--- src/rtl/stable_matching_seq_if.sv ---
// Handshake and result bundle for the sequential Gale-Shapley matcher.
// The controller drives start/g; the engine returns status and matches.
interface stable_matching_seq_if #(
    parameter int S  = 4,
    parameter int R  = 4,
    parameter int Ks = 4,
    parameter int Kr = 4
);
    localparam int LOG_S = $clog2(S);
    localparam int LOG_R = $clog2(R);
    localparam int G_W   = R * Kr * LOG_S + S * Ks * LOG_R;
    localparam int SCW   = $clog2(S * Ks + 1);

    logic                 start;
    logic [G_W-1:0]       g;
    logic                 busy;
    logic                 done;
    logic [R*LOG_S:0]     o;
    logic [R-1:0]         r_matched;
    logic [SCW-1:0]       step_count;

    modport master (
        output start, g,
        input  busy, done, o, r_matched, step_count
    );

    modport slave (
        input  start, g,
        output busy, done, o, r_matched, step_count
    );
endinterface

--- src/rtl/stable_matching_seq.sv ---
// Sequential Gale-Shapley matcher: one proposal per clock over
// registered preference lists, proposal counters and the match list.
module stable_matching_seq #(
    parameter int S  = 4,
    parameter int R  = 4,
    parameter int Ks = 4,
    parameter int Kr = 4
) (
    input  logic                  clk,
    input  logic                  rst,
    stable_matching_seq_if.slave  bus
);
    localparam int LOG_S = $clog2(S);
    localparam int LOG_R = $clog2(R);
    localparam int PCW   = $clog2(Ks + 1);
    localparam int RKW   = $clog2(Kr + 1);
    localparam int SCW   = $clog2(S * Ks + 1);
    localparam int SP_BASE = R * Kr * LOG_S;

    typedef enum logic [1:0] {
        IDLE,
        RUN,
        DONE
    } state_t;

    state_t state;
    state_t state_n;

    logic [Kr-1:0][LOG_S-1:0] r_pref [R];
    logic [Ks-1:0][LOG_R-1:0] s_pref [S];
    logic [PCW-1:0]           pc [S];
    logic [S-1:0]             s_match;
    logic [R-1:0]             r_match;
    logic [R-1:0][LOG_S-1:0]  match_list;
    logic [SCW-1:0]           steps;

    logic                     have_p;
    logic [LOG_S-1:0]         p;
    logic [PCW-1:0]           off;
    logic [LOG_R-1:0]         tgt;
    logic                     tgt_ok;
    logic                     tgt_taken;
    logic [LOG_S-1:0]         s1;
    logic [Kr-1:0][LOG_S-1:0] tgt_row;
    logic [RKW-1:0]           rank_p;
    logic [RKW-1:0]           rank_s1;
    logic                     better;

    // Proposer select, target lookup and receiver-side ranking.
    always_comb begin
        have_p = 1'b0;
        p      = '0;
        for (int s = S - 1; s >= 0; s--) begin
            if (pc[s] != '0 && !s_match[s]) begin
                have_p = 1'b1;
                p      = LOG_S'(s);
            end
        end
        off = PCW'(Ks) - pc[p];
        tgt = '0;
        for (int j = 0; j < Ks; j++) begin
            if (off == PCW'(j)) tgt = s_pref[p][j];
        end
        tgt_ok    = int'(tgt) < R;
        tgt_taken = 1'b0;
        s1        = '0;
        tgt_row   = '0;
        for (int r = 0; r < R; r++) begin
            if (tgt == LOG_R'(r)) begin
                tgt_taken = r_match[r];
                s1        = match_list[r];
                tgt_row   = r_pref[r];
            end
        end
        // Scan downward so the lowest matching slot wins.
        rank_p  = RKW'(Kr);
        rank_s1 = RKW'(Kr);
        for (int j = Kr - 1; j >= 0; j--) begin
            if (tgt_row[j] == p)  rank_p  = RKW'(j);
            if (tgt_row[j] == s1) rank_s1 = RKW'(j);
        end
        better = rank_p < rank_s1;
    end

    always_comb begin
        state_n = state;
        unique case (state)
            IDLE:    if (bus.start) state_n = RUN;
            RUN:     if (!have_p)   state_n = DONE;
            DONE:    if (bus.start) state_n = RUN;
            default: state_n = IDLE;
        endcase
    end

    always_ff @(posedge clk) begin
        if (rst) state <= IDLE;
        else     state <= state_n;
    end

    always_ff @(posedge clk) begin
        if (rst) begin
            for (int i = 0; i < R; i++) r_pref[i] <= '0;
            for (int i = 0; i < S; i++) s_pref[i] <= '0;
            for (int i = 0; i < S; i++) pc[i] <= '0;
            s_match    <= '0;
            r_match    <= '0;
            match_list <= '0;
            steps      <= '0;
        end else begin
            unique case (state)
                IDLE, DONE: begin
                    if (bus.start) begin
                        for (int i = 0; i < R; i++)
                            for (int j = 0; j < Kr; j++)
                                r_pref[i][j] <=
                                    bus.g[LOG_S*(Kr*i+j) +: LOG_S];
                        for (int i = 0; i < S; i++)
                            for (int j = 0; j < Ks; j++)
                                s_pref[i][j] <=
                                    bus.g[SP_BASE+LOG_R*(Ks*i+j) +: LOG_R];
                        for (int i = 0; i < S; i++) pc[i] <= PCW'(Ks);
                        s_match    <= '0;
                        r_match    <= '0;
                        match_list <= '0;
                        steps      <= '0;
                    end
                end
                RUN: begin
                    if (have_p) begin
                        pc[p] <= pc[p] - PCW'(1);
                        steps <= steps + SCW'(1);
                        for (int r = 0; r < R; r++) begin
                            if (tgt_ok && tgt == LOG_R'(r)) begin
                                if (!tgt_taken) begin
                                    match_list[r] <= p;
                                    r_match[r]    <= 1'b1;
                                    s_match[p]    <= 1'b1;
                                end else if (better) begin
                                    match_list[r] <= p;
                                    s_match[p]    <= 1'b1;
                                    s_match[s1]   <= 1'b0;
                                end
                            end
                        end
                    end
                end
                default: ;
            endcase
        end
    end

    assign bus.busy       = state == RUN;
    assign bus.done       = state == DONE;
    assign bus.o          = {state == DONE, match_list};
    assign bus.r_matched  = r_match;
    assign bus.step_count = steps;
endmodule
--- src/flat_wrapper.sv ---
// flat-port wrapper written by rule: the top's interface ports become plain ports
module stable_matching_seq_flat 
#(
    parameter int S  = 4,
    parameter int R  = 4,
    parameter int Ks = 4,
    parameter int Kr = 4
)
  (clk, rst, bus_start, bus_g, bus_busy, bus_done, bus_o, bus_r_matched, bus_step_count);
  stable_matching_seq_if #(.S(S), .R(R), .Ks(Ks), .Kr(Kr)) bus_i ();
  input  logic clk;
  input  logic rst;
  input wire logic [$bits(bus_i.start)-1:0] bus_start;
  input wire logic [$bits(bus_i.g)-1:0] bus_g;
  output wire logic [$bits(bus_i.busy)-1:0] bus_busy;
  output wire logic [$bits(bus_i.done)-1:0] bus_done;
  output wire logic [$bits(bus_i.o)-1:0] bus_o;
  output wire logic [$bits(bus_i.r_matched)-1:0] bus_r_matched;
  output wire logic [$bits(bus_i.step_count)-1:0] bus_step_count;
  assign bus_i.start = bus_start;
  assign bus_i.g = bus_g;
  assign bus_busy = bus_i.busy;
  assign bus_done = bus_i.done;
  assign bus_o = bus_i.o;
  assign bus_r_matched = bus_i.r_matched;
  assign bus_step_count = bus_i.step_count;
  stable_matching_seq #(.S(S), .R(R), .Ks(Ks), .Kr(Kr)) u_core (.clk(clk), .rst(rst), .bus(bus_i));
endmodule
--- config.mk ---
export PLATFORM = sky130hd
export DESIGN_NAME = stable_matching_seq_flat
export DESIGN_NICKNAME = d
export VERILOG_FILES = /design/src/rtl/stable_matching_seq_if.sv /design/src/rtl/stable_matching_seq.sv /design/src/flat_wrapper.sv
export SDC_FILE = /design/constraint.sdc
export NUM_CORES = 1
export LEC_CHECK = 0
export ABC_CLOCK_PERIOD_IN_PS = 5000
export BUFFER_PORTS_ARGS = -buffer_cell sky130_fd_sc_hd__buf_2
export CAP_MARGIN = 20
export CELL_PAD_IN_SITES_DETAIL_PLACEMENT = 0
export CELL_PAD_IN_SITES_GLOBAL_PLACEMENT = 1
export CORE_MARGIN = 5
export CORE_UTILIZATION = 29
export CTS_BUF_LIST = sky130_fd_sc_hd__clkbuf_16
export CTS_CLUSTER_DIAMETER = 50
export CTS_CLUSTER_SIZE = 30
export DETAILED_ROUTE_END_ITERATION = 10
export PLACE_DENSITY = 0.56
export SLEW_MARGIN = 30
export SYNTH_ARGS = -nofsm -noshare
export SYNTH_HDL_FRONTEND = slang
export SYNTH_SLANG_ARGS = --single-unit
export TNS_END_PERCENT = 20
--- constraint.sdc ---
create_clock -name clk -period 5 [get_ports clk]
set_clock_uncertainty 0.2 [all_clocks]
set_input_delay 0.75 -clock clk [delete_from_list [all_inputs] [get_ports clk]]
set_output_delay 0.75 -clock clk [all_outputs]
set_load 0.1 [all_outputs]
==> results.cfg, run 1 <==
[outcome]
status = finished, final reports clean

[final_layout]
insertedDiodeCount = 0
layout.nets = 710
drive_gt1_share_pct = 43.5
fin_cells = 871
fin_util_pct = 41.1
area_growth_pct = 39.5

[die]
initial_utilization_pct = 29.4
io_pins = 87
die_w_um = 145
die_h_um = 145
coreArea_um2 = 17900
rows = 49
die_area_um2 = 21000

[min_path]
hold_start = u_core.bus.o[0]
hold_path_end = u_core.bus.o[0]
hold_path.class = flip-flop to flip-flop
hold_depth = 2

[detailed_routing]
ant_nets = 0
vias = 4027
wire_per_inst_um = 15.8
dr.first_iter.drc_count = 233
drt-total-wl_mm = 13.7
drc = 0
firstDrtPassIters = 4
avgViaCountPerCell = 4.62

[global_route]
grtUsageMet2_pct = 20.5
grt_usage_pct = 13.2
grt_use_met1_pct = 18.5
first_global_vias = 4176
overflow = 0
grt_max_degree = 65
grt-busiest-layer = met2
antenna_found_initial = 0
grt_pass1_wl_mm = 21.5
gr-usage-met3_pct = 2.43

[clock_network]
h-tree-depth = 3
cts_sinks = 99
cts_tree = built
clk_pin_slew_ns = 0.07
cts_hold_buf = 0
clk_latency_ns = 0.35
clock_tree.buffer_depth = 2
clockRootBuffer = clkbuf_16
cts_buffers = 9

[sta]
worst_pin_slew_ns = 0.908
finalSetupViolCount = 0
fin_crit_sh_pct = 99.9
max_freq_ghz = 0.200
min_period_ns = 5.00
fin_ws_ns = 0.00371
slew_headroom_pct = 39.4
slew_viol_final = 0
report.final.hold_viol_count = 0
rsz0062_at_grt = yes

[worst_setup_path]
reg2reg_slack_ns = 0.004
worstRegToRegCells = 23
crit_type = flip-flop to flip-flop
critPathMaxFanout = 8
cp.required_ns = 5.04
r2r_end = u_core.bus.o[3]
start_kind = flip-flop
arrival_ns = 5.03
r2r_start = u_core.pc[1][2]
endpoint_kind = flip-flop

[power]
finalPower_mw = 4.31
peakVddDrop_uv = 288
p_leak_nw = 3.08
power_density_nw_per_um2 = 587

[logic_synthesis]
yosysWarnings = 0
synth_seq_cells = 99
synth_area_leaders = edfxtp_1, dfxtp_1, and2_1
synth_cell_type_count = 72
synth_nets = 541
synth_area_leader_cell = edfxtp_1
avgSynthCellArea_um2 = 11.3
ys_seq_area_share_pct = 52.0
synth_edf_count = 76
synthArstFlopShare_pct = 0
synth_top_area_share_pct = 43.3
syn-cell-area_um2 = 5270
synthFlopType = edfxtp_1
netlist_instances = 468

[placed_design]
gp_congestion = 0.874
numPlacedInstances = 831
port_buffers = 86
place_ws_ns = -0.442
dp_hpwl_mm = 10.0

[job]
maxCapViolCount = 0
==> worst max-delay path: stages, from the launching register on <==
cell and delay (ns):
edfxtp_1 0.45, nor3_4 0.07, o22ai_4 0.23, nor3_2 0.08, a221o_1 0.40, buf_4 0.17
ha_4 0.16, buf_4 0.14, nor2_4 0.11, o31ai_4 0.09, o211ai_4 0.32, buf_12 0.19
mux2i_2 0.26, mux2i_4 0.11, xor2_1 0.17, nand2_1 0.14, o21ai_2 0.09, nor3b_4 0.24
ha_4 0.24, a21oi_4 0.16, nor2_4 0.06, or3_4 0.43, a31o_1 0.24, o2bb2ai_1 0.12
==> report_power, final <==
group	internal [mW]	leakage, nW	total, mW	switching [mW]
combinational	1.24	1.91	2.56	1.32
clock	0.438	0.159	0.744	0.306
sequential	0.968	1.01	1.01	0.0433
==> how the worst max path moves through the flow <==
stage                         start                end  cells after the start
floorplan           u_core.pc[2][2]    u_core.bus.o[3]                     23
global placement    u_core.pc[1][1]    u_core.bus.o[3]                     22
detailed placement  u_core.pc[1][1]    u_core.bus.o[1]                     22
CTS                 u_core.pc[1][2]  u_core.s_match[2]                     24
global route        u_core.pc[1][0]    u_core.bus.o[3]                     23
finish              u_core.pc[1][2]    u_core.bus.o[3]                     23
==> cells in the final DEF, fill, tap and decap left out, types with 18 or more instances in the layout <==
| cell | instances |
|---|---|
| inv_1 | 19 |
| edfxtp_1 | 76 |
| and2_1 | 65 |
| mux2i_1 | 18 |
| buf_4 | 76 |
| dfxtp_1 | 22 |
| buf_2 | 86 |
| nor2_1 | 39 |
| nand2_1 | 30 |
==> cells by family (layout without fill, tap and decap cells) <==
family / after synthesis / in the layout / share of synthesized area (%)
fa+ha+maj: 6 / 6 / 1.42
compound gates: 84 / 84 / 13.0
flops: 99 / 99 / 52.0
mux: 33 / 33 / 6.91
buf+inv: 39 / 213 / 4.04
xor+xnor: 21 / 21 / 3.63
simple gates: 186 / 186 / 19.0
==> synthesized netlist by cell type, types with 3 or more instances <==
master,instances
o21bai_1,3
buf_6,6
clkbuf_1,8
nand4_1,3
nor2b_1,3
o32ai_1,4
o21ai_0,9
ha_1,6
nor3_2,3
o21ai_1,4
xnor2_1,8
o311ai_1,3
nor4_1,3
a221oi_1,3
a21oi_1,13
nor2_1,45
or2_2,4
a22o_1,3
nand2_1,31
nand2b_1,4
or3_1,3
inv_1,21
edfxtp_1,76
a31oi_1,4
nand3_1,6
nor3_1,6
a32oi_1,5
dfxtp_1,23
mux2i_1,29
a22oi_1,5
and2_1,65
xor2_1,12
==> sequential cells by signal, indices dropped and copies added (netlist names) <==
| name | flops |
|---|---|
| u_core.s_match | 4 |
| u_core.state | 2 |
| u_core.pc | 12 |
| u_core.bus.r_matched | 4 |
| u_core.bus.o | 8 |
| u_core.bus.step_count | 5 |
| u_core.r_pref | 32 |
| u_core.s_pref | 32 |
==> per-layer routing <==
metal,share of wire [%],wire length [um],vias to the layer above
li1,-,-,2029
met1,48,6650,1894
met2,46,6330,86
met4,1.8,250,0
met5,0,0,-
met3,3.7,505,18
==> what timing repair did <==
action / in CTS / in global routing
buffers inserted: 15 / 11
cloned: 1 / 0
setup endpoints to repair: 12 / 12
gates resized for setup: 19 / 63
pin swaps: 13 / 26
==> through the flow <==
step | hold slack (ns) | setup TNS, ns | instance area, um2
6_report | 0.302 | 0 | 7350
5_1_grt | 0.324 | -2.20 | 7350
4_1_cts | 0.308 | 0 | 6970
3_5_place_dp | 0.298 | -4.45 | 6390
3_3_place_gp | 0.277 | -3.13 | 6390
2_1_floorplan | 0.295 | 0 | 5270
==> layout make-up <==
cell class                      count  area (um2)
Clock buffer                        9         225
Clock inverter                      7        90.1
Fill cell                        1777       10500
Inverter                           22        82.6
Multi-Input combinational cell    330        2700
Sequential cell                    99        2740
Tap cell                          229         287
Timing Repair Buffer              175        1220
Power figures use the tool's default switching activity.
==> inputs of run 2 (changes only) <==
CORE_ASPECT_RATIO = 0.75   (was unset)
==> results.cfg, run 2 (synthesized netlist as in run 1, its figures left out) <==
[outcome]
status = finished, final reports clean

[detailed_routing]
drc = 0
ant_nets = 0
avgViaCountPerCell = 4.65
drt-total-wl_mm = 14.1
vias = 4127
dr.first_iter.drc_count = 218
wire_per_inst_um = 15.8
firstDrtPassIters = 4

[placed_design]
gp_congestion = 0.828
dp_hpwl_mm = 10.4
port_buffers = 86
place_ws_ns = -0.323

[final_layout]
seq_area_um2 = 2740
mostFrequentLayoutCells = buf_2, buf_4, edfxtp_1, and2_1, nor2_1
top_regs = u_core.r_pref: 32 flops, u_core.s_pref: 32 flops, u_core.pc: 12 flops
layout.nets = 715
fill_cells = 1761
final_common_cell = buf_2
insertedDiodeCount = 0
drive_gt1_share_pct = 45.0
area_growth_pct = 41.3
multi_input_area_um2 = 2810

[sta]
finalSetupViolCount = 0
min_period_ns = 4.97
max_freq_ghz = 0.201
worst_pin_slew_ns = 0.773
fin_crit_sh_pct = 99.4
slew_headroom_pct = 48.1
worst_hold_slack_ns = 0.306
report.final.hold_viol_count = 0
fin_ws_ns = 0.0276
rsz0062_at_grt = yes
slew_viol_final = 0

[global_route]
first_global_vias = 4243
overflow = 0
grt_max_degree = 65
antenna_found_initial = 0
grt_pass1_wl_mm = 22.4
grt_usage_pct = 13.3

[die]
coreArea_um2 = 17800
die_h_um = 127
die_w_um = 166
die_area_um2 = 21000
rows = 42
io_pins = 87
initial_utilization_pct = 29.7

[worst_setup_path]
cp_slowest_cell = edfxtp_1
crit_start = u_core.pc[1][2]
critPathMaxFanout = 5
r2r_start = u_core.pc[1][2]
cp.required_ns = 5.02
crit_type = flip-flop to flip-flop
start_kind = flip-flop
arrival_ns = 4.99
endpoint_kind = flip-flop
cpPeakStageDelay_ns = 0.44

[clock_network]
cts_buffers = 9
cts_hold_buf = 0
cts_sinks = 99
clock_tree.buffer_depth = 2
clk_latency_ns = 0.35
clockRootBuffer = clkbuf_16
h-tree-depth = 3
cts_tree = built
clk_pin_slew_ns = 0.07

[job]
maxCapViolCount = 0

[min_path]
hold_start = u_core.bus.step_count[1]
hold_path.class = flip-flop to flip-flop

[power]
power_density_nw_per_um2 = 602
peakVddDrop_uv = 276
p_leak_nw = 3.06
[run 2: cell types whose count changed in the layout (fill, tap and decap cells not counted), sizes merged]
cell / before / now
nor2: 48 / 49
bufinv: 2 / 0
clkinv: 2 / 3
buf: 175 / 179
[run 2: metrics by stage]
step	cell area (um2)	utilization, %	TNS [ns]	power [mW]	std cells
floorplan	5270	-	0	2.30	468
global placement	6450	36.3	-2.47	2.96	852
detailed placement	6450	36.3	-3.15	2.98	852
CTS	7040	39.6	0	3.99	887
global route	7450	41.9	-2.54	4.75	888
finish	7450	41.9	0	4.48	888
[run 2: area by class of cell]
class | count | area share (%)
clock buffers | 9 | 3.02
clock inverters | 6 | 0.773
inverters | 22 | 1.11
multi-input cells | 331 | 37.8
flip-flops and latches | 99 | 36.8
well taps | 242 | 4.06
repair buffers | 179 | 16.4
[run 2: final timing paths]
check / endpoint / slack, ns / cells past startpoint
min reg2reg: u_core.bus.step_count[1] / 0.31 / 2
min: u_core.bus.step_count[1] / 0.31 / 2
max reg2reg: u_core.bus.o[1] / 0.03 / 25
max: u_core.bus.o[1] / 0.03 / 25
[run 2: critical path: cells and delay by family, from the launching register on]
kind / cells / cell delay (ns)
AOI/OAI and AO/OA: 9 / 1.79
buffers and inverters: 6 / 0.83
and+or+nand+nor: 5 / 0.64
DFF: 1 / 0.44
adders and majority gates: 2 / 0.40
muxes: 2 / 0.37
xor gates and xnor gates: 1 / 0.15
[run 2: report_power, final]
group / switching [mW] / total (mW) / leakage (nW) / internal [mW]
registers: 0.0473 / 1.01 / 1.01 / 0.967
clock network: 0.327 / 0.673 / 0.140 / 0.346
logic: 1.42 / 2.79 / 1.91 / 1.37
[run 2: routing by layer]
metal	vias up	wire length [um]	global-route usage, %
li1	2043	-	-
met4	0	172	3.78
met1	1951	7190	20.0
met3	15	885	3.83
met5	-	0	0
met2	118	5810	18.3
[run 2: what timing repair did]
item | in CTS | in global routing
endpoints found under the hold margin | 0 | 0
gates resized for setup | 34 | 72
setup endpoints to repair | 12 | 12
cloned | 2 | 0
buffers inserted | 19 | 6
pin swaps | 26 | 31
==> inputs of run 3 (changes only) <==
==> constraint.sdc (replaced) <==
create_clock -name clk -period 5 [get_ports clk]
set_clock_uncertainty 0.2 [all_clocks]
set_input_delay 0.5 -clock clk [delete_from_list [all_inputs] [get_ports clk]]
set_output_delay 0.5 -clock clk [all_outputs]
set_load 0.1 [all_outputs]
==> results.cfg, run 3 (synthesized netlist as in run 1, its figures left out) <==
[outcome]
status = finished with violations
violations = setup timing

[final_layout]
layout.nets = 716
design_area_um2 = 7290
multi_input_area_um2 = 2680
final_common_cell = buf_2
fill_cells = 1791
fin_cells = 889
top_regs = u_core.r_pref: 32 flops, u_core.s_pref: 32 flops, u_core.pc: 12 flops
area_growth_pct = 38.4
drive_gt1_share_pct = 43.7
mostFrequentLayoutCells = buf_2, buf_4, edfxtp_1, and2_1, nor2_1
seq_area_um2 = 2740
insertedDiodeCount = 0

[detailed_routing]
drt-total-wl_mm = 14.0
ant_nets = 0
drc = 0
avgViaCountPerCell = 4.64
vias = 4124
dr.first_iter.drc_count = 201
firstDrtPassIters = 5
wire_per_inst_um = 15.8

[clock_network]
clock_tree.buffer_depth = 2
h-tree-depth = 3
cts_tree = built
clk_pin_slew_ns = 0.07
cts_sinks = 99
cts_buffers = 9
clockRootBuffer = clkbuf_16
cts_hold_buf = 0
clk_latency_ns = 0.35

[global_route]
grt_pass1_wl_mm = 22.6
first_global_vias = 4332
grt_usage_pct = 13.3
overflow = 0
antenna_found_initial = 0
grt_max_degree = 65

[worst_setup_path]
arrival_ns = 5.04
start_kind = flip-flop
endpoint_kind = flip-flop
cp.required_ns = 5.03
critPathMaxFanout = 5
crit_type = flip-flop to flip-flop

[sta]
fin_ws_ns = -0.00389
slew_headroom_pct = 48.9
rsz0062_at_grt = yes
report.final.hold_viol_count = 0
fin_crit_sh_pct = 100
fin_tns_setup_ns = -0.00389
max_freq_ghz = 0.200
worst_hold_slack_ns = 0.219
worst_pin_slew_ns = 0.761
slew_viol_final = 0
min_period_ns = 5.00
finalSetupViolCount = 1

[die]
coreArea_um2 = 17800
io_pins = 87
initial_utilization_pct = 29.7
rows = 42
die_w_um = 166
die_h_um = 127
die_area_um2 = 21000

[power]
power_density_nw_per_um2 = 589
peakVddDrop_uv = 235
p_leak_nw = 3.05

[placed_design]
gp_congestion = 0.840
numPlacedInstances = 852
port_buffers = 86
dp_hpwl_mm = 10.4
placed_area_um2 = 6450

[min_path]
hold_path.class = primary input to flip-flop

[job]
maxCapViolCount = 0
==> run 3: worst max-delay path, cell delays in order, from the launching register on <==
cell	delay [ns]
edfxtp_1	0.43
buf_6	0.15
nor3_4	0.22
o22ai_4	0.13
nor3_2	0.16
a221o_1	0.29
inv_2	0.08
ha_4	0.19
buf_4	0.14
nor2_2	0.08
o31ai_2	0.09
o211ai_4	0.28
buf_12	0.17
mux2i_1	0.18
buf_4	0.14
mux2i_4	0.06
buf_12	0.14
xnor2_1	0.12
nand2_1	0.11
o21ai_2	0.08
nand2b_1	0.18
ha_4	0.18
or3_4	0.35
o31a_1	0.37
o311ai_1	0.29
nand2_1	0.07
==> run 3: where the power goes <==
group	switching, mW	internal, mW	total [mW]
Clock	0.327	0.346	0.673
Combinational	1.34	1.27	2.61
Sequential	0.0425	0.967	1.01
==> run 3: worst paths after layout <==
check	startpoint	to	slack, ns	depth (start not counted)
setup reg to reg	u_core.pc[1][1]	u_core.s_match[2]	-0.004	25
hold / removal	bus_g[9]	u_core.r_pref[0][9]	0.22	2
setup / recovery	u_core.pc[1][1]	u_core.s_match[2]	-0.004	25
hold reg to reg	u_core.bus.r_matched[2]	u_core.bus.r_matched[2]	0.29	2
==> run 3: layout make-up <==
| class | count | area share (%) |
|---|---|---|
| Inverter | 22 | 1.13 |
| Clock buffer | 9 | 3.09 |
| Clock inverter | 6 | 0.840 |
| Multi-Input combinational cell | 331 | 36.7 |
| Tap cell | 242 | 4.15 |
| Timing Repair Buffer | 180 | 16.5 |
| Sequential cell | 99 | 37.6 |
==> run 3: metal layers <==
metal  vias up  GRT usage (%)  routed length, um  share of wire, %
li1       2038              -                  -                 -
met1      1950           19.9               7260                52
met2       125           18.6               5760                41
met3        11           4.17                863               6.2
met4         0           3.15                131              0.94
met5         -              0                  0                 0
==> run 3: timing repair <==
item | in CTS | in global routing
cloned | 1 | 0
endpoints found under the setup margin | 12 | 12
resized for setup | 28 | 50
buffers inserted | 13 | 12
pin swaps | 17 | 32
==> run 3: per-stage QoR <==
stage / util [%] / power [mW] / worst slack [ns]
3_5_place_dp: 36.3 / 2.98 / -0.329
6_report: 41.1 / 4.30 / -0.00389
4_1_cts: 39.4 / 3.93 / -0.0537
5_1_grt: 41.1 / 4.56 / -0.252
2_1_floorplan: - / 2.30 / 0.0545
3_3_place_gp: 36.3 / 2.97 / -0.252
